### src/rtl/regfile_pkg.sv
// Shared definitions for the parameterised register file: controller state
// encoding and the address-width helper.
package regfile_pkg;

  typedef enum logic {
    ST_CLEAR = 1'b0,
    ST_IDLE  = 1'b1
  } rf_state_e;

  // Ceiling log2, evaluated at elaboration time for address widths.
  function automatic int clog2(input int value);
    int r;
    r = 0;
    for (int v = value - 1; v > 0; v = v >> 1) begin
      r++;
    end
    return r;
  endfunction

endpackage

### src/rtl/regfile_bypass_mux.sv
// Read-port selection: forces zero for out-of-range or hard-wired-zero
// addresses, otherwise forwards a same-cycle write or returns the stored word.
module regfile_bypass_mux #(
  parameter int WIDTH    = 16,
  parameter int DEPTH    = 16,
  parameter int ADDR_W   = 4,
  parameter int ZERO_REG = 0,
  parameter int BYPASS   = 1
) (
  input  logic [ADDR_W-1:0] rd_addr,
  input  logic [WIDTH-1:0]  mem_data,
  input  logic              wr_fire,
  input  logic [ADDR_W-1:0] wr_addr,
  input  logic [WIDTH-1:0]  wr_data,
  output logic [WIDTH-1:0]  data
);

  localparam logic [ADDR_W:0] DEPTH_V = (ADDR_W + 1)'(DEPTH);

  logic in_range;
  logic is_zero_reg;

  assign in_range    = ({1'b0, rd_addr} < DEPTH_V);
  assign is_zero_reg = (ZERO_REG != 0) && (rd_addr == '0);

  always_comb begin
    data = mem_data;
    if (!in_range || is_zero_reg) begin
      data = '0;
    end else if ((BYPASS != 0) && wr_fire && (wr_addr == rd_addr)) begin
      data = wr_data;
    end
  end

endmodule

### src/rtl/regfile_param.sv
// Parameterised 1-write / 2-read register file with registered reads and a
// sequential zeroing sweep used both after reset and on clr_req.
module regfile_param
  import regfile_pkg::*;
#(
  parameter int  WIDTH    = 16,
  parameter int  DEPTH    = 16,
  parameter int  ZERO_REG = 0,
  parameter int  BYPASS   = 1,
  localparam int ADDR_W   = (clog2(DEPTH) > 1) ? clog2(DEPTH) : 1
) (
  input  logic              clk,
  input  logic              reset,
  input  logic              en,
  input  logic              clr_req,
  output logic              busy,
  input  logic              wr_en,
  input  logic [ADDR_W-1:0] wr_addr,
  input  logic [WIDTH-1:0]  wr_data,
  input  logic              rd_en,
  input  logic [ADDR_W-1:0] rd_addr_a,
  input  logic [ADDR_W-1:0] rd_addr_b,
  output logic [WIDTH-1:0]  rd_data_a,
  output logic [WIDTH-1:0]  rd_data_b,
  output logic              rd_valid
);

  localparam logic [ADDR_W:0]   DEPTH_V  = (ADDR_W + 1)'(DEPTH);
  localparam logic [ADDR_W-1:0] LAST_PTR = ADDR_W'(DEPTH - 1);

  rf_state_e         state_q, state_d;
  logic [ADDR_W-1:0] clr_ptr_q, clr_ptr_d;

  logic [WIDTH-1:0]  mem [DEPTH];

  logic              active;
  logic              idle;
  logic              wr_ok;
  logic              wr_fire;
  logic              clr_fire;
  logic              rd_fire;
  logic [WIDTH-1:0]  sel_a, sel_b;

  // Memory has no reset of its own; the sweep after reset zeroes it.
  assign active   = en && !reset;
  assign idle     = (state_q == ST_IDLE);
  assign wr_ok    = ({1'b0, wr_addr} < DEPTH_V) && !((ZERO_REG != 0) && (wr_addr == '0));
  assign wr_fire  = active && idle && wr_en && !clr_req && wr_ok;
  assign clr_fire = active && !idle;
  assign rd_fire  = active && idle && rd_en;
  assign busy     = !idle;

  always_comb begin
    state_d   = state_q;
    clr_ptr_d = clr_ptr_q;
    if (en) begin
      case (state_q)
        ST_CLEAR: begin
          if (clr_ptr_q == LAST_PTR) begin
            state_d = ST_IDLE;
          end else begin
            clr_ptr_d = clr_ptr_q + 1'b1;
          end
        end
        ST_IDLE: begin
          if (clr_req) begin
            state_d   = ST_CLEAR;
            clr_ptr_d = '0;
          end
        end
        default: state_d = ST_CLEAR;
      endcase
    end
  end

  always_ff @(posedge clk) begin
    if (reset) begin
      state_q   <= ST_CLEAR;
      clr_ptr_q <= '0;
      rd_data_a <= '0;
      rd_data_b <= '0;
      rd_valid  <= 1'b0;
    end else begin
      state_q   <= state_d;
      clr_ptr_q <= clr_ptr_d;
      rd_valid  <= rd_fire;
      if (rd_fire) begin
        rd_data_a <= sel_a;
        rd_data_b <= sel_b;
      end
    end
  end

  always_ff @(posedge clk) begin
    if (clr_fire) begin
      mem[clr_ptr_q] <= '0;
    end else if (wr_fire) begin
      mem[wr_addr] <= wr_data;
    end
  end

  regfile_bypass_mux #(
    .WIDTH    (WIDTH),
    .DEPTH    (DEPTH),
    .ADDR_W   (ADDR_W),
    .ZERO_REG (ZERO_REG),
    .BYPASS   (BYPASS)
  ) u_mux_a (
    .rd_addr  (rd_addr_a),
    .mem_data (mem[rd_addr_a]),
    .wr_fire  (wr_fire),
    .wr_addr  (wr_addr),
    .wr_data  (wr_data),
    .data     (sel_a)
  );

  regfile_bypass_mux #(
    .WIDTH    (WIDTH),
    .DEPTH    (DEPTH),
    .ADDR_W   (ADDR_W),
    .ZERO_REG (ZERO_REG),
    .BYPASS   (BYPASS)
  ) u_mux_b (
    .rd_addr  (rd_addr_b),
    .mem_data (mem[rd_addr_b]),
    .wr_fire  (wr_fire),
    .wr_addr  (wr_addr),
    .wr_data  (wr_data),
    .data     (sel_b)
  );

endmodule
### config.mk
export PLATFORM = sky130hd
export DESIGN_NAME = regfile_param
export DESIGN_NICKNAME = d
export VERILOG_FILES = /design/src/rtl/regfile_pkg.sv /design/src/rtl/regfile_bypass_mux.sv /design/src/rtl/regfile_param.sv
export SDC_FILE = /design/constraint.sdc
export NUM_CORES = 1
export LEC_CHECK = 0
export CELL_PAD_IN_SITES_DETAIL_PLACEMENT = 1
export CELL_PAD_IN_SITES_GLOBAL_PLACEMENT = 1
export CORE_MARGIN = 2
export CORE_UTILIZATION = 53
export DETAILED_ROUTE_END_ITERATION = 8
export PLACE_DENSITY_LB_ADDON = 0.05
export RECOVER_POWER = 25
export SETUP_SLACK_MARGIN = 0.02
export SYNTH_ARGS = -nofsm -noshare
export SYNTH_HDL_FRONTEND = slang
export SYNTH_SLANG_ARGS = --single-unit
### constraint.sdc
create_clock -name clk -period 3.6 [get_ports clk]
set_input_delay 1.08 -clock clk [delete_from_list [all_inputs] [get_ports clk]]
set_output_delay 1.08 -clock clk [all_outputs]
set_load 0.05 [all_outputs]
# Word-level counts from Yosys, hierarchy flattened
# Memory sizes are Yosys's and may differ from the RTL's. A register that Yosys moved wholly into a read port is not among the register bits.
# Index checks and enable logic that the tools add are counted.
# word_totals
regBits,6
n_memories,1
output_inout_bits,34
mem_bits_rw,256
wordCells,34
# op_classes
mux,14
n_bitwise,1
addsub,1
reduce_logical,11
eq_ne,3
# memory_table
name,depth,word_bits,read_ports,rd_clocked_by_memory_dff,write_ports,line_no,rtl
mem,16,16,2,2,1,regfile_param.sv:34,logic [WIDTH-1:0] mem [DEPTH];
# ops
cell,count
2-to-1 mux 16 bit,1
OR reduction 16 bit,1
2-to-1 mux 4 bit,3
2-to-1 mux 1 bit,8
one-hot mux 4 bit (2 select lines),1
logical AND 1 bit,6
"adder 4 x 1 -> 4 bit, second input constant",1
"equality test 4 bit, second input constant",1
"!= test 2 bit, second input constant",2
zero test 1 bit,3
AND reduction 3 bit,1
one-hot mux 1 bit (2 select lines),1
NOT 1 bit,1

# Depth between registers and ports, before layout
# Gate-level depths: netlist (run 1).
# depth
depth_word,10
depth_mapped,9
mapped_depth_nobuf,6

# Cells and area by module
# From an unflattened synthesis (run 1), not the netlist that was laid out.
# unflattened
cells_unflattened,847
hier_area_um2,13885.8
# modules_own_cells
module,area_per_inst_um2,cells_per_inst,instances
regfile_param,13360.3,795,1
regfile_bypass_mux,262.8,26,2

# Worst setup path before layout (run 1)
# No wires, ideal clock.
# synth_timing
path_kind,in2reg
from,input clr_req
to,memory mem[13][0] (enable)
n_path_buf,2
setup_slack_ps,394
setup_ps,388
path_stages,8
t_required_ps,3212
t_arrival_ps,2818
cell_sequence,nand2b_1 -> nor2_2 -> buf_6 -> buf_2 -> nand3_1 -> nand2_1 -> nand2_1 -> nor2_1
# synth_via
elab_chain_cells,7
elab_cells_between_ends,8
# synth_rtl
item,line_no,rtl
"start, declared",regfile_param.sv:15,"input logic clr_req,"
zero test 1 bit (*),regfile_param.sv:48,assign wr_fire = active && idle && wr_en && !clr_req && wr_ok;
logical AND 1 bit (*),regfile_param.sv:48,
2-to-1 mux 1 bit (*),regfile_param.sv:97,end else if (wr_fire) begin
2-to-1 mux 1 bit (*),regfile_param.sv:95,if (clr_fire) begin
2-to-1 mux 1 bit (implied by the code) (*),regfile_param.sv:98,mem[wr_addr] <= wr_data;
OR reduction 16 bit (no source line),--,
2-to-1 mux 4 bit (no source line) or 2-to-1 mux 1 bit (tied branches),--,
"end, declared",regfile_param.sv:34,
# Every way passes the cells marked *; elsewhere a longest branch is shown, timed or not.

# Worst setup path after layout (run 1)
# layout_timing
from,input clr_req
to,memory mem[5][5] (enable)
# The elaborated chain is that of the path after synthesis.

==> reports/metrics.cfg, run 1 <==
[power_and_ir_drop]
seqPwrFrac = 0.494
finalPower_mw = 7.51
p_per_area_mw_per_mm2 = 458
pwr-share-clk = 0.423
worst_ir_drop_vdd_uv = 437
combPwrFrac = 0.083
p_int_mw = 5.83
power_leakage_nw = 5.46
p_sw_frac = 0.223
power_switching_mw = 1.68

[global_routing]
grt_max_degree = 68
grt_pass1_vias = 8824
antenna_found_initial = 1
met2_usage = 0.448
grtUsageMet1 = 0.395
grt.overflow.total = 0
grt_most_used_layer = met2
met3_usage = 0.0715
grt_pass1_wl_um = 57500
track_usage = 0.282

[timing]
finClkSkew_ns = 0.0112
tns_ns = 0
max_slew_margin = 0.118
min_period_ns = 3.19
setup_slack_ns = 0.407
setup_viol = 0
fmax_mhz = 313
finalHoldViolCount = 0
rsz0062_at_grt = false
period_share = 0.887
tightest_slew_ns = 1.32
slew_violations = 0

[route]
viasPerCell = 6.67
drc_errors = 0
firstDrtPassIters = 5
ant_nets = 0
first_iter_violations = 822
dr_total_vias = 8133
wl_per_cell_um = 31.1
routed_wl_um = 37900

[worst_setup_path]
critPathBufInv = 3
cp.arrival_ns = 3.51
critPathMaxFanout = 16
worst_setup_path_start_kind = input pin
critPathMaxStageDelay_ns = 0.62
cp_slowest_cell = dlygate4sd3_1
endpoint_kind = flip-flop
critical_path_class = input pin to flip-flop
worstPathRequired_ns = 3.92
crit_path_cell_trace = dlygate4sd3_1 -> nand2b_1 -> nor2_1 -> buf_4 -> nor3b_1 -> o21ai_0 -> nor2_2 -> buf_12
path_delay_family = buffers and inverters

[yosys]
syn_area_mm2 = 0.0139
syn_avg_cell_area_um2 = 18.1
synth_fp_nets = 806
postSynthCellCount = 771
ys_warn_count = 0
yosysSeqAreaShare = 0.607
synth_cell_types = 52
async_flop_share = 0
ys_ff_latch = 294
synth_top_flop_cell = edfxtp_1
synth_edf_count = 256

[placed_design]
place_area_mm2 = 0.0154
port-buffer-count = 67
pre_cts_ws_ns = 0.0142
dp_hpwl_um = 24400
place_congestion = 0.858

[final_layout]
final_common_cell = edfxtp_1
area_growth_pct = 17.7
stdcell_area_mm2 = 0.0164
n_antenna_cell = 0
nets = 895
post-route-util = 0.633
layout-drive-gt1-share = 0.314
final_cell_mix = edfxtp_1 (256), mux4_2 (151), clkdlybuf4s50_1 (62)

[clock_tree]
clockBufferDepth = 3
numCtsBuffers = 31
cts_resized = 0
clk_pin_slew_ns = 0.06
h-tree-depth = 1
cts_setup_buffers = 0
tritoncts = done
cts_hold_buf = 0
clock_tree.root_cell = clkbuf_16
insertion_delay_ns = 0.57
cts_sinks = 294

[floorplanning]
core_mm2 = 0.0259
rows = 59
die_w_um = 166
fp.dieH_um = 166
io_pins = 68
start_util = 0.537
dieArea_mm2 = 0.0276

[run]
cap_violations = 0

[status]
status = finished, final reports clean

[worst_hold_path]
hold_class = flip-flop to flip-flop

==> worst min-delay path: stages, from the launching register on <==
cell      delay (ns)
dfxtp_1         0.33
nand2_1         0.05
o221ai_1        0.06
==> power groups by stage <==
stage | Clock [mW] | Combinational, mW | Sequential, mW
floorplan | 0 | 0.378 | 3.79
detailed placement | 0 | 0.622 | 3.78
global route | 3.34 | 0.662 | 3.71
CTS | 3.21 | 0.624 | 3.71
finish | 3.18 | 0.623 | 3.71
global placement | 0 | 0.611 | 3.78
==> state kept, by name (all words and copies together) (netlist names) <==
name and flops:
rd_data_a 16, rd_data_b 16, mem 256, idle 1
clr_ptr_q 4, rd_valid 1
==> final timing paths <==
check | from | endpoint | slack [ns] | depth (start not counted)
hold reg to reg | rd_data_a[12] | rd_data_a[12] | 0.47 | 2
hold / removal | rd_data_a[12] | rd_data_a[12] | 0.47 | 2
setup / recovery | clr_req | mem[5][5] | 0.41 | 8
setup reg to reg | idle | mem[5][5] | 1.19 | 7
==> synth_stat cells (5+ instances only) <==
| cell type | number | area, um^2 |
|---|---|---|
| or3_1 | 18 | 113 |
| mux4_2 | 151 | 3400 |
| edfxtp_1 | 256 | 7690 |
| clkbuf_1 | 32 | 120 |
| nand2_1 | 38 | 143 |
| nand3_1 | 6 | 30.0 |
| a311oi_1 | 17 | 149 |
| buf_2 | 12 | 60.1 |
| nor2_1 | 42 | 158 |
| dfxtp_1 | 38 | 761 |
| nand2b_1 | 6 | 37.5 |
| inv_1 | 40 | 150 |
| nor3b_1 | 5 | 37.5 |
| o221ai_1 | 6 | 52.6 |
| o221ai_2 | 10 | 150 |
| mux4_1 | 9 | 236 |
| o21ai_0 | 21 | 105 |
| nor3_1 | 5 | 25.0 |
==> layout make-up <==
cell class	instances	area [um^2]
Fill cell	2208	9520
Sequential cell	294	8450
Multi-Input combinational cell	380	5050
Timing Repair Buffer	113	1310
Clock buffer	40	831
Tap cell	335	419
Clock inverter	18	183
Inverter	40	150
==> layer usage <==
layer	up-vias	part of all wire	wire length, um
met2	362	0.48	18200
met4	0	0.029	1110
met1	4293	0.41	15400
met3	77	0.084	3190
met5	-	0	0
li1	3401	-	-
==> cell families after synthesis <==
| family | Yosys count | share of synthesized area |
|---|---|---|
| adders and majority gates | 1 | 0.000898 |
| muxes | 163 | 0.263 |
| DFF | 294 | 0.607 |
| buffers and inverters | 97 | 0.0332 |
| xor gates and xnor gates | 5 | 0.00315 |
| and+or+nand+nor | 134 | 0.0474 |
| AOI/OAI and AO/OA | 77 | 0.0452 |
==> through the flow <==
step / instances / hold WS (ns)
2_1_floorplan: 771 / 0.562
3_3_place_gp: 1162 / 0.452
3_5_place_dp: 1162 / 0.455
4_1_cts: 1220 / 0.477
5_1_grt: 1220 / 0.499
6_report: 1220 / 0.475
Power figures use the tool's default switching activity.
==> run 2, diff against run 1 <==
SKIP_CTS_REPAIR_TIMING = 1   (was not set)
==> results of run 2 <==
No change in the layout: final DEF, timing and power equal those of run 1.
==> run 3, diff against run 2 <==
clock period = 2.96 ns   (was 3.6 ns; I/O delays follow)
==> run 3 against run 2 <==
Hold slack improved by 0.0045 ns. Clock power rose by 19%. Clock-buffer cell count fell by 1. Critical path depth did not move. Largest cell class unchanged. Register-to-register slack got worse by 0.65 ns. Highest routed layer is now met5. Non-clock buffer count rose by 48. Setup slack got worse by 0.28 ns. Global-route usage rose by 0.92 points. First-iteration DRC count rose by 1.6%.
==> reports/metrics.cfg, run 3 (synthesized netlist as in run 1, its figures left out) <==
[status]
status = finished, final reports clean

[clock_tree]
cts_sinks = 294
clockBufferDepth = 3
tritoncts = done
clock_tree.root_cell = clkbuf_16
clk_pin_slew_ns = 0.06
insertion_delay_ns = 0.57
numCtsBuffers = 30
h-tree-depth = 1

[placed_design]
place_congestion = 0.856
pre_cts_ws_ns = -0.429
port-buffer-count = 67
dp_hpwl_um = 25600

[worst_setup_path]
critPathBufInv = 2
worst_setup_path_start_kind = input pin
cp-startpoint = rd_addr_a[2]
critPathMaxFanout = 16
rrSetupSlack_ns = 0.54
cp.depth = 8
crit_path_cell_trace = clkdlybuf4s50_1 -> or2b_1 -> a21oi_2 -> or4_1 -> a2111o_1 -> or3_1 -> buf_12 -> o221ai_1
cp-endpoint = rd_data_a[9]
critical_path_class = input pin to flip-flop
r2r-end = rd_data_a[9]
cp.arrival_ns = 3.30
endpoint_kind = flip-flop
reg2reg_from = idle
cp_slowest_cell = clkdlybuf4s50_1
critPathMaxStageDelay_ns = 0.56
worstPathRequired_ns = 3.43
r2r_cells = 7
path_delay_family = simple AND/OR/NAND/NOR gates

[route]
routed_wl_um = 39000
ant_nets = 0
firstDrtPassIters = 5
dr_total_vias = 8432
first_iter_violations = 835
wl_per_cell_um = 30.8
drc_errors = 0
viasPerCell = 6.66

[global_routing]
antenna_found_initial = 1
grt_pass1_vias = 9146
track_usage = 0.291
grt_max_degree = 34
grt_pass1_wl_um = 58900
grt.overflow.total = 0

[power_and_ir_drop]
p_per_area_mw_per_mm2 = 541
p_sw_frac = 0.220
combPwrFrac = 0.088
p_int_mw = 7.09
seqPwrFrac = 0.496
power_leakage_nw = 5.70
power_switching_mw = 2.00
worst_ir_drop_vdd_uv = 506
pwr-share-clk = 0.415

[timing]
rsz0062_at_grt = false
min_period_ns = 2.83
setup_viol = 0
slew_violations = 0
finalHoldViolCount = 0
max_slew_margin = 0.305
period_share = 0.956
fmax_mhz = 353
tightest_slew_ns = 1.04
finClkSkew_ns = 0.0150
tns_ns = 0
setup_slack_ns = 0.130

[final_layout]
num-fill-cells = 2197
nets = 942
final_common_cell = edfxtp_1
largest_register_ffs = 256
regMostFlops = mem
top_regs = mem: 256 flops, rd_data_a: 16 flops, rd_data_b: 16 flops
area_growth_pct = 20.7
n_antenna_cell = 0
layout-drive-gt1-share = 0.335
final_cell_mix = edfxtp_1 (256), mux4_2 (151), clkdlybuf4s50_1 (62)

[worst_hold_path]
hold_depth = 2
hold_class = flip-flop to flip-flop

[run]
cap_violations = 0

[floorplanning]
start_util = 0.537
core_mm2 = 0.0259
rows = 59
fp.dieH_um = 166
dieArea_mm2 = 0.0276
io_pins = 68
die_w_um = 166

run 3: changes by cell type in the layout (fill, tap and decap cells not counted), sizes merged:
cell | before | now
dlygate4sd3 | 1 | 0
buf | 49 | 86
clkinvlp | 2 | 0
clkbuf | 41 | 50
clkinv | 12 | 13
inv | 41 | 40
dlymetal6s2s | 0 | 2
bufinv | 3 | 4
run 3: cell type report:
cell class,count,area (um^2),share of cell area
flip-flops and latches,294,8450,0.503
well taps,335,419,0.0249
repair buffers,161,1760,0.105
clock buffers,39,785,0.0467
clock inverters,17,191,0.0114
multi-input cells,380,5060,0.301
inverters,40,150,0.00893
run 3: metrics by stage:
stage / cell area [um^2] / util / total power [mW] / cells / hold WS, ns
finish: 16800 / 0.649 / 9.09 / 1266 / 0.479
global route: 16800 / 0.649 / 9.34 / 1266 / 0.502
CTS: 16800 / 0.650 / 9.16 / 1266 / 0.485
detailed placement: 15900 / 0.613 / 5.40 / 1210 / 0.467
global placement: 15900 / 0.613 / 5.37 / 1210 / 0.465
floorplan: 13900 / - / 5.07 / 771 / 0.562
run 3: how the worst min path moves through the flow:
stage | to | startpoint
finish | rd_data_a[13] | rd_data_a[13]
global route | rd_data_a[12] | rd_data_a[12]
CTS | rd_data_a[13] | rd_data_a[13]
detailed placement | rd_data_a[12] | rd_data_a[12]
global placement | rd_data_a[12] | rd_data_a[12]
floorplan | idle | idle
run 3: tightest hold or removal path, cell delays in order (launching register included):
cell      delay (ns)
dfxtp_1         0.34
nand2_1         0.05
o221ai_1        0.06
run 3: power groups by stage:
stage	registers, mW	clock network [mW]	logic [mW]
after floorplan	4.61	0	0.460
after global placement	4.59	0	0.782
after detailed placement	4.60	0	0.802
after CTS	4.51	3.84	0.806
after global routing	4.51	3.98	0.848
final	4.51	3.78	0.803
run 3: layer usage:
metal | up-vias | part of all wire | track usage
li1 | 3491 | - | -
met1 | 4399 | 0.39 | 0.411
met2 | 439 | 0.48 | 0.469
met3 | 101 | 0.097 | 0.0629
met4 | 2 | 0.030 | 0.0802
met5 | - | 0.00033 | 0
==> variant: new RTL, settings of run 2 <==
`ZERO_REG` is set to 0 in 2 places; all go to 1.
--- a/src/rtl/regfile_bypass_mux.sv
+++ b/src/rtl/regfile_bypass_mux.sv
@@ -5,5 +5,5 @@
   parameter int DEPTH    = 16,
   parameter int ADDR_W   = 4,
-  parameter int ZERO_REG = 0,
+  parameter int ZERO_REG = 1,
   parameter int BYPASS   = 1
 ) (
--- a/src/rtl/regfile_param.sv
+++ b/src/rtl/regfile_param.sv
@@ -6,5 +6,5 @@
   parameter int  WIDTH    = 16,
   parameter int  DEPTH    = 16,
-  parameter int  ZERO_REG = 0,
+  parameter int  ZERO_REG = 1,
   parameter int  BYPASS   = 1,
   localparam int ADDR_W   = (clog2(DEPTH) > 1) ? clog2(DEPTH) : 1
Behaviour: same outputs for any inputs over 10 cycles, from zero or initial values and one cycle with reset high; that may be too few to reach the edited logic, so the function may still have changed.
==> variant against run 2 <==
Area after synthesis decreased by 3.0%. Design area decreased by 2.3%. First-iteration DRC count is 7.8% higher. Power increased by 0.23%. Die area decreased by 2.9%. Worst setup slack worse by 0.092 ns. Wire length up 5.2%. Via count is 3.2% higher. Sequential cell count unchanged. Largest cell class unchanged. Clock skew rose by 0.0014 ns. Core utilization increased by 0.53 points. Synthesized cell count shrank 2.5%.
==> variant: results (changes against run 2) <==
stage	metric	value	unit	change
synth	largest cells by area after synthesis	edfxtp_1, mux4_2, dfxtp_1		unchanged
setup_path	Worst R2R Path Depth	5		was 7
layout	share of cells above drive strength 1	30.25	%	was 31.41%
sta	WHS	0.4895	ns	was 0.4749 ns
hold_path	worst hold start	rd_data_a[3]		was rd_data_a[12]
sta	relative slew slack	26.88	%	was 11.82%
power	VDD IR-drop max	0.4166	mV	was 0.4367 mV
status	status	completed		unchanged
setup_path	end point of the critical path	mem[12][3]		was mem[5][5]
hold_path	WHS Endpoint	rd_data_a[3]		was rd_data_a[12]
clocking	Clk Latency, worst-skew pair	0.51	ns	was 0.57 ns
sta	fin crit share	91.24	%	was 88.69%
setup_path	R2R setup slack	0.94	ns	was 1.19 ns
setup_path	Arrival @ worst endpoint	3.42	ns	was 3.51 ns
grt	GR Util All Layers	31.12	%	was 28.22%
grt	largest net degree at the start of global routing	48		was 68
hold_path	WHS Path Cells	1		was 2
synth	commonest cells in the synthesized netlist	edfxtp_1, mux4_2, dfxtp_1		was edfxtp_1, mux4_2, nor2_1
route	met2 WL post-DR	19.98	mm	was 18.21 mm
power	clock network power	3230	µW	was 3180 µW
setup_path	worst-path fanout max	17		was 16
setup_path	Worst R2R End	mem[12][3]		was mem[5][5]
synth	Post-Synthesis Cells	752		was 771
grt	vias in the first global route	9024		was 8824
place	Cell Area, Placed	0.01504	mm²	was 0.01539 mm²
place	HPWL Detailed	25.42	mm	was 24.36 mm
route	Avg WL per Cell	32.78	µm	was 31.08 µm
grt	grt met1 use	42.65	%	was 39.51%
synth	distinct cell type count after synthesis	45		was 52
setup_path	slowest cell on the critical path	or4_1		was dlygate4sd3_1
route	routed metal-1 wire length	15.54	mm	was 15.41 mm
## variant: cell type report
class                   count  area, µm²
fillers                  2197       9089
well taps                 330      412.9
clock inverters            18      131.4
diodes                      1      2.502
multi-input cells         395       4756
clock buffers              41      908.4
repair buffers            132       1339
inverters                   6      22.52
flip-flops and latches    294       8448
## variant: logic make-up (layout without fill, tap and decap cells)
kind of cell / count (synthesis) / count (layout) / synth area share [%]
buffers and inverters: 63 / 197 / 2.464
other: 0 / 1 / 0
AOI/OAI and AO/OA: 112 / 112 / 6.549
xor gates and xnor gates: 10 / 10 / 0.6485
DFF: 294 / 294 / 62.55
muxes: 137 / 137 / 22.07
and+or+nand+nor: 135 / 135 / 5.632
adders and majority gates: 1 / 1 / 0.09262
## variant: through the flow
| stage | utilization [%] | total power [µW] |
|---|---|---|
| floorplan | - | 4145 |
| global placement | 59.91 | 4350 |
| detailed placement | 59.91 | 4367 |
| CTS | 64.05 | 7566 |
| global route | 63.80 | 7716 |
| finish | 63.80 | 7527 |
